$ cat config.mk
export PLATFORM = sky130hd
export DESIGN_NAME = uart_frame_deframer
export DESIGN_NICKNAME = d
export VERILOG_FILES = /design/src/rtl/uart_frame_deframer.sv
export SDC_FILE = /design/constraint.sdc
export NUM_CORES = 1
export LEC_CHECK = 0
export BUFFER_PORTS_ARGS = -buffer_cell sky130_fd_sc_hd__buf_4
export CAP_MARGIN = 30
export CELL_PAD_IN_SITES_DETAIL_PLACEMENT = 1
export CELL_PAD_IN_SITES_GLOBAL_PLACEMENT = 2
export CORE_MARGIN = 2
export CORE_UTILIZATION = 34
export CTS_BUF_LIST = sky130_fd_sc_hd__clkbuf_8 sky130_fd_sc_hd__clkbuf_16
export CTS_CLUSTER_SIZE = 8
export DETAILED_ROUTE_END_ITERATION = 7
export GPL_TIMING_DRIVEN = 0
export PLACE_DENSITY = 0.76
export SLEW_MARGIN = 20
export SYNTH_ARGS = -nofsm -noshare
export SYNTH_HDL_FRONTEND = slang
export SYNTH_SLANG_ARGS = --single-unit
$ cat constraint.sdc
create_clock -name clk -period 1.9 [get_ports clk]
set_input_delay 0.38 -clock clk [delete_from_list [all_inputs] [get_ports clk]]
set_output_delay 0.38 -clock clk [all_outputs]
set_load 0.03 [all_outputs]
$ cat src/rtl/uart_frame_deframer.sv
// Frames the uart_rx byte stream into IMG_W x IMG_H grayscale pixels tagged sof/eol/eof,
// with an inter-byte timeout abort and a 2-entry skid buffer towards the filter.
//
// state  | meaning
// HUNT   | discard bytes until SYNC is accepted
// PIXELS | count pixel bytes into the skid until eof or timeout
module uart_frame_deframer #(
  parameter int          IMG_W        = 640,
  parameter int          IMG_H        = 480,
  parameter logic [7:0]  SYNC         = 8'hA5,
  parameter int          TIMEOUT_CLKS = 100000
) (
  input  logic       clk,
  input  logic       rst,
  input  logic [7:0] axis_rx_data,
  input  logic       axis_rx_vld,
  output logic       axis_rx_rdy,
  output logic [7:0] axis_px_data,
  output logic       axis_px_vld,
  input  logic       axis_px_rdy,
  output logic       px_sof,
  output logic       px_eol,
  output logic       px_eof,
  output logic       frame_err,
  output logic       busy
);

  localparam int CW = (IMG_W > 1) ? $clog2(IMG_W) : 1;
  localparam int RW = (IMG_H > 1) ? $clog2(IMG_H) : 1;
  localparam int TW = $clog2(TIMEOUT_CLKS);

  typedef enum logic {HUNT = 1'b0, PIXELS = 1'b1} state_e;

  state_e        state_q, state_d;
  logic [CW-1:0] col_q, col_d;
  logic [RW-1:0] row_q, row_d;
  logic [TW-1:0] tmo_q, tmo_d;
  logic [1:0]    occ_q, occ_d;
  logic [10:0]   ent0_q, ent0_d;
  logic [10:0]   ent1_q, ent1_d;
  logic          run_q, run_d;
  logic          frame_err_q, frame_err_d;

  logic          accept, pop, push;
  logic          is_sof, is_eol, is_eof;
  logic [1:0]    occ_tmp;
  logic [10:0]   new_ent;

  always_ff @(posedge clk or posedge rst) begin
    if (rst) begin
      state_q     <= HUNT;
      col_q       <= '0;
      row_q       <= '0;
      tmo_q       <= '0;
      occ_q       <= '0;
      ent0_q      <= '0;
      ent1_q      <= '0;
      run_q       <= 1'b0;
      frame_err_q <= 1'b0;
    end else begin
      state_q     <= state_d;
      col_q       <= col_d;
      row_q       <= row_d;
      tmo_q       <= tmo_d;
      occ_q       <= occ_d;
      ent0_q      <= ent0_d;
      ent1_q      <= ent1_d;
      run_q       <= run_d;
      frame_err_q <= frame_err_d;
    end
  end

  // rdy depends only on registered state so it never loops through vld
  assign axis_rx_rdy = (state_q == HUNT) ? run_q : (occ_q != 2'd2);
  assign axis_px_vld = (occ_q != 2'd0);
  assign accept      = axis_rx_vld & axis_rx_rdy;
  assign pop         = axis_px_vld & axis_px_rdy;

  assign is_sof  = (col_q == '0) && (row_q == '0);
  assign is_eol  = (col_q == CW'(IMG_W - 1));
  assign is_eof  = is_eol && (row_q == RW'(IMG_H - 1));
  assign new_ent = {axis_rx_data, is_sof, is_eol, is_eof};

  always_comb begin
    state_d     = state_q;
    col_d       = col_q;
    row_d       = row_q;
    tmo_d       = tmo_q;
    frame_err_d = 1'b0;
    run_d       = 1'b1;
    push        = 1'b0;
    case (state_q)
      HUNT: begin
        if (accept && (axis_rx_data == SYNC)) begin
          state_d = PIXELS;
          col_d   = '0;
          row_d   = '0;
          tmo_d   = '0;
        end
      end
      PIXELS: begin
        if (accept) begin
          push  = 1'b1;
          tmo_d = '0;
          if (is_eof) begin
            state_d = HUNT;
            col_d   = '0;
            row_d   = '0;
          end else if (is_eol) begin
            col_d = '0;
            row_d = row_q + 1'b1;
          end else begin
            col_d = col_q + 1'b1;
          end
        end else if (tmo_q == TW'(TIMEOUT_CLKS - 1)) begin
          state_d     = HUNT;
          frame_err_d = 1'b1;
          col_d       = '0;
          row_d       = '0;
          tmo_d       = '0;
        end else begin
          tmo_d = tmo_q + 1'b1;
        end
      end
      default: state_d = HUNT;
    endcase
  end

  // Skid: entry 0 is the head; a pop shifts entry 1 forward before the push lands
  always_comb begin
    ent0_d  = ent0_q;
    ent1_d  = ent1_q;
    occ_tmp = occ_q;
    if (pop) begin
      ent0_d  = ent1_q;
      occ_tmp = occ_q - 2'd1;
    end
    occ_d = occ_tmp;
    if (push) begin
      if (occ_tmp == 2'd0) ent0_d = new_ent;
      else                 ent1_d = new_ent;
      occ_d = occ_tmp + 2'd1;
    end
  end

  assign axis_px_data = ent0_q[10:3];
  assign px_sof       = axis_px_vld & ent0_q[2];
  assign px_eol       = axis_px_vld & ent0_q[1];
  assign px_eof       = axis_px_vld & ent0_q[0];
  assign frame_err    = frame_err_q;
  assign busy         = (state_q == PIXELS);

endmodule

==> summary.txt <==
GRT
  • Gr ovfl total: 0
  • First-pass GRT wire length: 16670 um
  • Total track usage: 0.1876
  • Largest net degree at the start of global routing: 32
  • M3 GR Usage: 0.03340
  • Most Crowded Layer GR: met2
  • Vias in the first global route: 3268
  • Met1 Use GR: 0.2436
  • Antenna violations before repair: 0
  • Grt met2 use: 0.3134

Critical path
  • CP max stage delay: 410 ps
  • Crit Path Max Fanout: 7
  • Crit. End Element: flop
  • CP Launch Point: tmo_q[0]
  • Most used cell, CP: buf_6
  • CP max stage cell: dfrtp_1
  • Crit path DAT: 2200 ps
  • Cells on worst reg2reg path: 8
  • Crit path depth: 8
  • CP top delay family: simple AND/OR/NAND/NOR gates
  • Crit path buf inv count: 2
  • Startpoint Class: flop
  • Critical Path RT: 2130 ps
  • Worst R2R Start: tmo_q[0]
  • Path type of the worst setup path: flop to flop
  • Crit-path cells: ha_4 > and4_1 > buf_6 > nand4_1 > o211a_4 > or2_1 > buf_6 > a32o_1

Final layout
  • Final nets: 468
  • Fill cells: 1129
  • Synth-to-layout area growth: 32.53%
  • Multi-input gate area: 0.001986 mm^2
  • N_diodes: 0
  • Register area: 0.001579 mm^2
  • Share of cells above drive strength 1: 0.3289

Clock tree
  • Clk buf depth: 2
  • Cts bufs inserted: 9
  • Clock Latency Late Sink: 340 ps
  • CTS root buffer: clkbuf_8
  • CTS tree: done
  • CTS clk-pin slew, worst paths: 70 ps
  • Hold-fix buffers, CTS: 0
  • Clock Sinks: 63
  • H-Tree Level Count: 3

STA
  • Tmin final: 1964 ps
  • Period utilisation layout: 1.034
  • Slew Viols, Final: 0
  • Final setup violation count: 4
  • Worst setup margin: -63.93 ps
  • RSZ-0062 raised after global routing: true
  • Worst Clk Skew: 8.870 ps
  • Final hold viol count: 0
  • Setup tns final: -99.88 ps
  • FMAX: 509.2 MHz
  • WHS: 16.76 ps

Routing
  • Initial DRC Count: 68
  • Routed WL per cell: 17.01 um
  • Residual DRC: 0
  • Via-per-instance ratio: 5.399
  • DRT Pass-1 Iters: 4
  • Vias post-DR: 3164
  • WL final: 9967 um
  • DRT antenna net count: 0

Yosys
  • Most numerous cell in the Yosys netlist: dfrtp_1
  • Register area share after synthesis: 0.4524
  • Synthesized area: 0.003485 mm^2
  • Flops & latches, synth: 63
  • Warnings, synthesis: 0
  • Unique cell type count in the Yosys netlist: 53
  • Ys flop type: dfrtp_1
  • Dominant cell type by area after synthesis: dfrtp_1
  • Number of synthesized flops with an enable pin: 0
  • Mean Syn Cell Area: 9.004 um^2
  • Syn Nets: 407
  • Largest cells by area after synthesis: dfrtp_1 (45%), nand2_1 (6.5%), o21ai_0 (3.9%)
  • Post-synth top cells: dfrtp_1 (63), nand2_1 (60), o21ai_0 (27)
  • FFs w/ async S/R, synth: 1.000
  • Synth top area share: 0.4524
  • Cells after Synth: 387

Pwr
  • Reg power frac: 0.372
  • Comb pwr share: 0.329
  • P per Cell Area: 896.0 mW/mm^2
  • P_sw: 0.001295 W
  • Internal Power: 0.002843 W
  • Leak: 2.077 nW
  • Peak supply drop: 0.3271 mV
  • Clock share of power: 0.299
  • Sw frac: 0.3128

Outcome
  • Violated checks: negative setup slack
  • Status: finished, violations left

Job
  • Max_cap viols: 0

Placement
  • HPWL Detailed: 6543 um
  • Port buffer count: 26
  • Final Wtd Congestion: 0.7605

Hold path
  • Worst min-delay path category: input pin to async pin

Die
  • Cell Rows: 36
  • Chip Height: 105.2 um
  • Die ar.: 0.01107 mm^2
  • Core ar.: 0.009864 mm^2
  • Initial Util: 0.3532
  • DIE WIDTH: 105.2 um
  • I/O Pins: 27
-- kinds of logic (layout without fill, tap and decap cells) --
family / after synthesis / after routing / share of synthesized area
XOR/XNOR: 4 / 4 / 0.01006
multiplexers: 14 / 14 / 0.04093
AO/OA/AOI/OAI: 89 / 89 / 0.1584
other: 1 / 1 / 0.001076
adder cells (fa/ha/maj): 8 / 8 / 0.02873
flip-flops: 63 / 63 / 0.4524
buffers and inverters: 36 / 102 / 0.05673
AND/OR/NAND/NOR: 172 / 172 / 0.2517
-- flip-flops by register name (all words and copies together), names as in the netlist --
register	cells
row_q	9
ent1_q	11
tmo_q	17
occ_q	2
ent0_q	11
run_q	1
frame_err	1
busy	1
col_q	10
-- power groups by stage --
stage,Combinational (W),Clock [W],Sequential (W)
after floorplan,0.000663,0,0.00153
after global placement,0.000900,0,0.00155
after detailed placement,0.000936,0,0.00155
after CTS,0.00122,0.00128,0.00153
after global routing,0.00148,0.00133,0.00155
final,0.00136,0.00124,0.00154
-- metal layers --
| metal | wire length, um | part of all wire | up-vias |
|---|---|---|---|
| met2 | 4888 | 0.49 | 32 |
| met4 | 148 | 0.015 | 0 |
| li1 | - | - | 1513 |
| met5 | 0 | 0 | - |
| met3 | 208 | 0.021 | 13 |
| met1 | 4721 | 0.47 | 1606 |
-- path summary, 6_finish.rpt --
path,endpoint,slack [ps]
setup / recovery,row_q[7],-60
hold / removal,row_q[4],20
setup reg to reg,row_q[7],-60
hold reg to reg,ent1_q[7],490
max in group asynchronous,busy,1210
min in group clk,ent1_q[7],260
-- worst reg2reg max path: stages, from the launching register on --
cell and delay [ps]:
dfrtp_1 410, ha_4 150, and4_1 200, buf_6 110, nand4_1 130, o211a_4 300, or2_1 220, buf_6 140
a32o_1 200
-- per-stage QoR --
step	setup slack, ps	utilization	instance area, um^2	std cells	total power (W)
floorplan	4.034	-	3520	387	0.002194
global placement	-311.3	0.3935	3881	546	0.002446
detailed placement	-378.2	0.3983	3929	548	0.002489
CTS	-92.32	0.4527	4466	580	0.004035
global route	-163.1	0.4682	4618	586	0.004363
finish	-63.93	0.4682	4618	586	0.004138
-- placed cells by master (no fill, tap or decap), drive strengths merged, types with 10 or more instances in the layout --
master	synthesis	final
buf	17	70
dfrtp	63	63
nand2	60	60
o21ai	29	29
nor2	28	28
a21oi	24	24
nand3	20	20
clkbuf	8	17
mux2i	12	12
nor3	11	11
a31oi	10	10
inv	11	10
-- final cells by class --
cell class                      instances  share of cell area
Inverter                               11             0.01084
Clock buffer                           12             0.03576
Multi-Input combinational cell        288              0.4300
Sequential cell                        63              0.3419
Tap cell                              133             0.03603
Clock inverter                          4            0.009483
Timing Repair Buffer                   52             0.09428
Buffer                                 23             0.04172
-- repair_timing --
item | CTS | global route
cloned | 1 | 1
buffers inserted | 16 | 6
endpoints found under the setup margin | 58 | 54
endpoints found under the hold margin | 0 | 0
resized for setup | 53 | 38
pin swaps | 28 | 11
Note: power is estimated with default switching activity, not from simulation.
